File: config.mk
export PLATFORM = sky130hd
export DESIGN_NAME = stream_demux_1x2
export DESIGN_NICKNAME = d
export VERILOG_FILES = /design/src/rtl/stream_demux_1x2_pkg.sv /design/src/rtl/demux_chan_buf.sv /design/src/rtl/stream_demux_1x2.sv
export SDC_FILE = /design/constraint.sdc
export NUM_CORES = 1
export LEC_CHECK = 0
export ABC_AREA = 1
export BUFFER_PORTS_ARGS = -buffer_cell sky130_fd_sc_hd__buf_2
export CAP_MARGIN = 10
export CORE_UTILIZATION = 40
export CTS_BUF_LIST = sky130_fd_sc_hd__clkbuf_4
export CTS_CLUSTER_DIAMETER = 100
export DETAILED_ROUTE_END_ITERATION = 16
export PLACE_DENSITY = 0.68
export SYNTH_ARGS = -nofsm -noshare
export SYNTH_HDL_FRONTEND = slang
export SYNTH_SLANG_ARGS = --single-unit
File: constraint.sdc
create_clock -name clk -period 1.8 [get_ports clk]
set_input_delay 0.18 -clock clk [delete_from_list [all_inputs] [get_ports clk]]
set_output_delay 0.18 -clock clk [all_outputs]
set_load 0.01 [all_outputs]
File: src/rtl/stream_demux_1x2_pkg.sv
// ============================================================================
// stream_demux_1x2_pkg
// Shared state encoding and buffer depth for the 1:2 packet-locking demux.
// Revision: 1.0
// ============================================================================
`default_nettype none

package stream_demux_1x2_pkg;

  localparam int DEPTH = 2;

  typedef enum logic [1:0] {
    IDLE  = 2'd0,
    LOCK0 = 2'd1,
    LOCK1 = 2'd2
  } state_e;

endpackage

`default_nettype wire

File: src/rtl/demux_chan_buf.sv
// ============================================================================
// demux_chan_buf
// Two-entry output FIFO for one demux channel; slot 0 is always the head.
// Revision: 1.0
// ============================================================================
`default_nettype none

module demux_chan_buf
  import stream_demux_1x2_pkg::*;
#(
  parameter int W = 8
) (
  input  logic         clk,
  input  logic         rst_n,
  input  logic         push,
  input  logic [W-1:0] push_data,
  input  logic         push_last,
  output logic         full,
  output logic         out_valid,
  input  logic         out_ready,
  output logic [W-1:0] out_data,
  output logic         out_last
);

  logic [W-1:0] data_q [DEPTH];
  logic [W-1:0] data_d [DEPTH];
  logic         last_q [DEPTH];
  logic         last_d [DEPTH];
  logic [1:0]   count_q;
  logic [1:0]   count_d;
  logic         w_pop;
  logic         w_push;

  assign full      = (count_q == 2'(DEPTH));
  assign out_valid = (count_q != 2'd0);
  assign out_data  = data_q[0];
  assign out_last  = last_q[0];

  assign w_pop  = out_valid && out_ready;
  assign w_push = push && (!full || w_pop);

  always_comb begin
    data_d  = data_q;
    last_d  = last_q;
    count_d = count_q;
    case ({w_push, w_pop})
      2'b10: begin
        data_d[count_q[0]] = push_data;
        last_d[count_q[0]] = push_last;
        count_d            = count_q + 2'd1;
      end
      2'b01: begin
        data_d[0] = data_q[1];
        last_d[0] = last_q[1];
        count_d   = count_q - 2'd1;
      end
      2'b11: begin
        // Shift the survivor to the head, then write the new beat behind it.
        if (count_q == 2'd2) begin
          data_d[0] = data_q[1];
          last_d[0] = last_q[1];
          data_d[1] = push_data;
          last_d[1] = push_last;
        end else begin
          data_d[0] = push_data;
          last_d[0] = push_last;
        end
      end
      default: ;
    endcase
  end

  always_ff @(posedge clk or negedge rst_n) begin
    if (!rst_n) begin
      count_q   <= 2'd0;
      data_q[0] <= '0;
      data_q[1] <= '0;
      last_q[0] <= 1'b0;
      last_q[1] <= 1'b0;
    end else begin
      count_q <= count_d;
      data_q  <= data_d;
      last_q  <= last_d;
    end
  end

endmodule

`default_nettype wire

File: src/rtl/stream_demux_1x2.sv
// ============================================================================
// stream_demux_1x2
// Registered 1:2 stream demux; a packet stays locked to the channel chosen on
// its first beat.
// Revision: 1.0
// ============================================================================
`default_nettype none

module stream_demux_1x2
  import stream_demux_1x2_pkg::*;
#(
  parameter int W = 8
) (
  input  logic         clk,
  input  logic         rst_n,
  input  logic         in_valid,
  output logic         in_ready,
  input  logic [W-1:0] in_data,
  input  logic         in_sel,
  input  logic         in_last,
  output logic         out0_valid,
  input  logic         out0_ready,
  output logic [W-1:0] out0_data,
  output logic         out0_last,
  output logic         out1_valid,
  input  logic         out1_ready,
  output logic [W-1:0] out1_data,
  output logic         out1_last,
  output logic         busy
);

  state_e state_q;
  state_e state_d;
  logic   w_target;
  logic   w_accept;
  logic   w_push0;
  logic   w_push1;
  logic   w_full0;
  logic   w_full1;

  always_ff @(posedge clk or negedge rst_n) begin
    if (!rst_n) begin
      state_q <= IDLE;
    end else begin
      state_q <= state_d;
    end
  end

  always_comb begin
    state_d = state_q;
    if (w_accept) begin
      case (state_q)
        IDLE:    state_d = in_last ? IDLE : (in_sel ? LOCK1 : LOCK0);
        LOCK0,
        LOCK1:   state_d = in_last ? IDLE : state_q;
        default: state_d = IDLE;
      endcase
    end
  end

  always_comb begin
    w_target = 1'b0;
    case (state_q)
      IDLE:    w_target = in_sel;
      LOCK1:   w_target = 1'b1;
      default: w_target = 1'b0;
    endcase
    busy     = (state_q != IDLE);
    in_ready = w_target ? !w_full1 : !w_full0;
    w_accept = in_valid && in_ready;
    w_push0  = w_accept && !w_target;
    w_push1  = w_accept && w_target;
  end

  demux_chan_buf #(.W(W)) u_buf0 (
    .clk       (clk),
    .rst_n     (rst_n),
    .push      (w_push0),
    .push_data (in_data),
    .push_last (in_last),
    .full      (w_full0),
    .out_valid (out0_valid),
    .out_ready (out0_ready),
    .out_data  (out0_data),
    .out_last  (out0_last)
  );

  demux_chan_buf #(.W(W)) u_buf1 (
    .clk       (clk),
    .rst_n     (rst_n),
    .push      (w_push1),
    .push_data (in_data),
    .push_last (in_last),
    .full      (w_full1),
    .out_valid (out1_valid),
    .out_ready (out1_ready),
    .out_data  (out1_data),
    .out_last  (out1_last)
  );

endmodule

`default_nettype wire

==> impl_metrics.py, run 1 <==
metrics = {
    "run_status": {
        "violations": "setup timing",
        "status": "finished with violations",
    },
    "timing": {
        "min_period_ns": 2.00,
        "hold_viol_final": 0,
        "setup_tns_ns": -4.54,
        "setup_viol": 39,
        "fin_ws_ns": -0.199,
        "rsz0062_at_grt": "yes",
        "slew_viol_final": 0,
        "fmax_mhz": 500,
        "max_slew.worst_pin.slew_ns": 0.528,
        "period_share": 1.11,
        "clock_skew_ns": 0.0139,
        "slew_headroom": 0.648,
    },
    "synth": {
        "ys_ff_latch": 42,
        "synth_area_um2": 2900,
        "yosysUniqueCellTypes": 23,
        "synthCells": 419,
        "syn_nets": 445,
        "yosys_warnings": 0,
        "yosysSeqAreaShare": 0.363,
        "avgSynthCellArea_um2": 6.92,
    },
    "floorplanning": {
        "die_w_um": 87.1,
        "die_area_um2": 7590,
        "start_util": 0.420,
        "coreArea_um2": 6910,
        "num_rows": 30,
        "die_y_um": 87.1,
        "io_pins": 37,
    },
    "flow_run": {
        "cap_violations": 0,
    },
    "grt": {
        "overflow": 0,
        "grt_use_total": 0.228,
        "grt_max_degree": 24,
        "grt_pass1_vias": 2665,
        "grt_pass1_wl_mm": 13.3,
        "antenna_found_initial": 0,
    },
    "critical_path": {
        "critical_path_class": "flop to flop",
        "r2r_cells": 12,
        "crit_path_end": "u_buf1.count_q[1]",
        "path_max_fanout": 7,
        "end_kind": "flop",
        "r2r-end": "u_buf1.count_q[1]",
        "reg2reg_from": "state_q[1]",
        "reg2reg_setup_slack_ns": -0.20,
        "arrival_ns": 2.26,
        "cp-start-kind": "flop",
        "critPathRequiredTime_ns": 2.06,
        "crit_path_start": "state_q[1]",
    },
    "power": {
        "pwr_density_cell_nw_per_um2": 1710,
        "p_leak_nw": 1.97,
        "ir_drop_uv": 606,
    },
    "routing": {
        "dr.pass1.iters": 4,
        "drtIter0Drc": 251,
        "antenna_left": 0,
        "wl_mm": 8.23,
        "drt-vias-per-instance": 5.00,
        "route.detailed.drc": 0,
        "wire_per_inst_um": 14.6,
        "vias": 2812,
    },
    "hold_path": {
        "hold_class": "input pin to flop",
    },
    "cells_and_area": {
        "nets": 492,
        "diodes": 0,
        "fillers": 687,
        "syn_to_final_growth_pct": 29.6,
        "final_cells": 562,
        "layout-drive-gt1-share": 0.307,
    },
    "cts": {
        "insertion_delay_ns": 0.36,
        "numCtsBuffers": 5,
        "clockBufferDepth": 2,
        "cts_tree": "built",
        "cts.clk_slew.worst_paths_ns": 0.14,
        "cts_root_buf": "clkbuf_4",
        "clkSinkCount": 42,
        "cts_htree_levels": 2,
    },
    "placed_design": {
        "place.detailed.hpwl_mm": 4.82,
        "dp.cells": 535,
        "portBuffers": 36,
        "gp_congestion": 0.791,
    },
}
report_power, final:
part	switching (mW)	leakage (nW)	internal, mW	total, mW
registers	0.281	0.526	1.38	1.66
logic	2.42	1.40	1.73	4.14
clock network	0.341	0.0387	0.281	0.623
metal layers:
layer,vias to the layer above,track usage,share of wire
li1,1373,-,-
met3,13,0.0427,0.059
met4,0,0.0820,0.016
met1,1327,0.290,0.43
met2,99,0.387,0.50
met5,-,0,0
Yosys cell counts:
master,count,share of area
a21boi_0,2,0.0052
a21oi_1,18,0.031
a21oi_2,1,0.0030
buf_2,5,0.0086
buf_4,18,0.047
buf_6,8,0.031
clkbuf_1,3,0.0039
clkbuf_8,1,0.0047
dfrtp_1,42,0.36
ha_1,11,0.047
inv_1,51,0.066
inv_2,2,0.0026
nand2_1,170,0.22
nand3_1,25,0.043
nand3b_1,9,0.023
nor2_1,21,0.027
nor2_2,1,0.0022
nor3_1,1,0.0017
o21ai_0,21,0.036
o21ai_1,1,0.0017
o21ai_2,2,0.0060
o21bai_4,2,0.013
xor2_1,4,0.012
cell type report:
class                           count  area [um2]  area share
Multi-Input combinational cell    297        1830       0.487
Sequential cell                    42        1050       0.280
Timing Repair Buffer               67         477       0.127
Inverter                           53         206      0.0550
Tap cell                           96         120      0.0320
Clock buffer                        5        37.5      0.0100
Clock inverter                      2        33.8     0.00900
cells by family after synthesis:
kind of cell | after synthesis | share of synthesized area
simple gates | 227 | 0.318
buf+inv | 88 | 0.164
compound gates | 47 | 0.0963
flops | 42 | 0.363
fa+ha+maj | 11 | 0.0475
xor+xnor | 4 | 0.0121
repair_timing:
action,CTS,global route
pin swaps,16,24
gates cloned,8,0
buffers inserted,5,6
resized for setup,57,39
setup endpoints to repair,40,40
hold buffers,1,0
hold endpoints to repair,19,0
per-stage QoR:
step           area, um2  hold slack (ns)  setup WS, ns   util  power [mW]
5_1_grt             3750            0.159        -0.282  0.544        6.94
2_1_floorplan       2960           -0.116       -0.0129      -        4.11
3_3_place_gp        3120            0.181        -0.135  0.451        4.57
3_5_place_dp        3120            0.190        -0.251  0.451        4.65
6_report            3750            0.171        -0.199  0.544        6.43
4_1_cts             3550            0.138       -0.0831  0.514        5.98
layout by cell type (no fill, tap or decap), types with 2 or more instances in the layout:
cell	count
nand3_1	22
a21oi_2	11
nor2_4	2
buf_4	21
o21ai_4	7
nand2_1	155
o21ai_0	8
buf_2	35
o21ai_2	4
nor2_1	19
ha_4	10
inv_1	43
nand3_4	3
o21ai_1	9
o21bai_4	5
clkbuf_4	5
xor2_1	4
a21oi_1	8
inv_2	8
nand3b_1	9
buf_12	2
nand2_4	3
dfrtp_1	42
nand2_2	12
buf_6	7
sequential cells by signal (all words and copies together), names as in the netlist:
signal and cells:
u_buf1.last_q 1, u_buf1.data_q 8, u_buf1.out_data 8, state_q 2
u_buf0.count_q 2, u_buf0.last_q 1, u_buf1.out_last 1, u_buf0.data_q 8
u_buf0.out_data 8, u_buf1.count_q 2, u_buf0.out_last 1
worst min path at each step:
stage	slack, ns	cells after the start	from	endpoint
finish	0.17	4	in_sel	state_q[0]
global route	0.16	3	in_data[7]	u_buf1.data_q[7]
CTS	0.14	4	in_sel	state_q[0]
detailed placement	0.19	1	rst_n	state_q[0]
global placement	0.18	1	rst_n	u_buf0.count_q[0]
floorplan	-0.12	0	rst_n	state_q[0]
critical path, stage by stage (launching register included):
cell and delay, ns:
dfrtp_1 0.44, inv_2 0.11, ha_4 0.15, nand2_2 0.07
nand2_4 0.08, nand3_4 0.08, nor2_4 0.17, inv_2 0.09
ha_4 0.20, buf_8 0.14, a21boi_4 0.16, o21ai_2 0.07
xor2_1 0.14
(Power assumes the default switching activity.)
==> run 2: changes to the inputs <==
--- a/config.mk
+++ b/config.mk
@@ -8,11 +8,12 @@
 export ABC_AREA = 1
 export BUFFER_PORTS_ARGS = -buffer_cell sky130_fd_sc_hd__buf_2
 export CAP_MARGIN = 10
-export CORE_UTILIZATION = 40
+export CORE_UTILIZATION = 37
 export CTS_BUF_LIST = sky130_fd_sc_hd__clkbuf_4
 export CTS_CLUSTER_DIAMETER = 100
 export DETAILED_ROUTE_END_ITERATION = 16
-export PLACE_DENSITY = 0.68
+export PLACE_DENSITY = 0.64
+export REMOVE_ABC_BUFFERS = 1
 export SYNTH_ARGS = -nofsm -noshare
 export SYNTH_HDL_FRONTEND = slang
 export SYNTH_SLANG_ARGS = --single-unit
==> impl_metrics.py, run 2 (same netlist as run 1, synthesis figures left out) <==
metrics = {
    "run_status": {
        "status": "finished with violations",
        "violations": "setup timing",
    },
    "cts": {
        "insertion_delay_ns": 0.38,
        "numCtsBuffers": 5,
        "cts.clk_slew.worst_paths_ns": 0.14,
        "cts_tree": "built",
        "cts_root_buf": "clkbuf_4",
        "clkSinkCount": 42,
        "clockBufferDepth": 2,
        "cts_htree_levels": 2,
    },
    "critical_path": {
        "end_kind": "flop",
        "critical_path_class": "flop to flop",
        "critPathRequiredTime_ns": 2.08,
        "path_max_fanout": 5,
        "arrival_ns": 2.23,
        "cp-start-kind": "flop",
    },
    "grt": {
        "grt_use_total": 0.219,
        "overflow": 0,
        "grt_max_degree": 43,
        "grt_pass1_wl_mm": 14.5,
        "grt_pass1_vias": 3025,
        "antenna_found_initial": 0,
    },
    "timing": {
        "min_period_ns": 1.95,
        "setup_viol": 39,
        "period_share": 1.08,
        "rsz0062_at_grt": "yes",
        "max_slew.worst_pin.slew_ns": 0.565,
        "hold_ws_ns": 0.134,
        "fin_ws_ns": -0.148,
        "slew_viol_final": 0,
        "slew_headroom": 0.623,
        "hold_viol_final": 0,
        "clock_skew_ns": 0.00700,
        "setup_tns_ns": -3.57,
        "fmax_mhz": 513,
    },
    "placed_design": {
        "portBuffers": 36,
        "dp.cells": 544,
        "place.detailed.hpwl_mm": 4.69,
        "gp_congestion": 0.797,
    },
    "floorplanning": {
        "die_w_um": 90.5,
        "io_pins": 37,
        "die_area_um2": 8190,
        "start_util": 0.391,
        "die_y_um": 90.5,
        "coreArea_um2": 7410,
        "num_rows": 31,
    },
    "routing": {
        "route.detailed.drc": 0,
        "drtIter0Drc": 167,
        "dr.pass1.iters": 4,
        "drt-vias-per-instance": 5.14,
        "wire_per_inst_um": 14.9,
        "vias": 2999,
        "antenna_left": 0,
        "wl_mm": 8.70,
    },
    "cells_and_area": {
        "nets": 509,
        "final_cell_mix": "157 x nand2_1, 42 x dfrtp_1, 37 x inv_1",
        "post-route-util": 0.540,
        "diodes": 0,
        "final_cells": 583,
        "layout-drive-gt1-share": 0.349,
        "syn_to_final_growth_pct": 38.1,
        "final_common_cell": "nand2_1",
    },
    "power": {
        "pwr_density_cell_nw_per_um2": 1750,
        "total_power_mw": 6.99,
        "ir_drop_uv": 754,
        "p_leak_nw": 2.10,
    },
    "flow_run": {
        "cap_violations": 0,
    },
    "hold_path": {
        "hold_class": "input pin to flop",
    },
}
run 2: critical path, stage by stage (launching register included):
cell     delay, ns
dfrtp_1       0.44
inv_2         0.09
ha_4          0.18
inv_2         0.06
nand2_2       0.07
nand3_4       0.10
nor2_4        0.05
buf_6         0.12
ha_4          0.17
buf_12        0.13
buf_8         0.12
o21ai_4       0.23
o21ai_1       0.08
run 2: report_power, final:
group / internal, mW / switching (mW)
Clock: 0.325 / 0.352
Sequential: 1.38 / 0.308
Combinational: 2.00 / 2.62
Total: 3.71 / 3.28
run 2: cell type report:
type	count	area [um2]
tap	99	124
fill	697	3410
clock inverter	1	30.0
sequential	42	1050
inverter	53	204
multi-input combinational	299	1910
timing repair buffer	82	632
clock buffer	7	52.6
run 2: metrics by stage:
| stage | worst slack (ns) | cell area, um2 |
|---|---|---|
| final | -0.148 | 4000 |
| after CTS | -0.109 | 3820 |
| after global routing | -0.247 | 4000 |
| after detailed placement | -0.280 | 3130 |
| after floorplan | -0.506 | 2620 |
| after global placement | -0.198 | 3130 |
run 2: what timing repair did:
action / in CTS / in global routing
gates resized for setup: 98 / 40
hold endpoints to repair: 42 / 0
buffers inserted: 13 / 6
hold buffers: 1 / 0
pin swaps: 42 / 42
cloned: 11 / 0
setup endpoints to repair: 41 / 41
run 2: worst paths after layout:
check,startpoint,endpoint,slack [ns],cells after the start
worst min-delay path,in_data[0],u_buf0.data_q[0],0.13,3
worst max register to register,state_q[1],u_buf1.data_q[5],-0.15,12
min in group asynchronous,rst_n,u_buf1.out_data[6],0.39,3
worst min register to register,u_buf0.out_data[7],u_buf0.out_data[7],0.49,2
max in group asynchronous,rst_n,u_buf1.data_q[0],1.03,3
worst max-delay path,state_q[1],u_buf1.data_q[5],-0.15,12
run 2: per-layer routing:
| metal | GRT usage | vias up | share of wire |
|---|---|---|---|
| met3 | 0.0354 | 22 | 0.059 |
| li1 | - | 1421 | - |
| met2 | 0.372 | 108 | 0.49 |
| met1 | 0.280 | 1448 | 0.43 |
| met5 | 0 | - | 0 |
| met4 | 0.0766 | 0 | 0.020 |
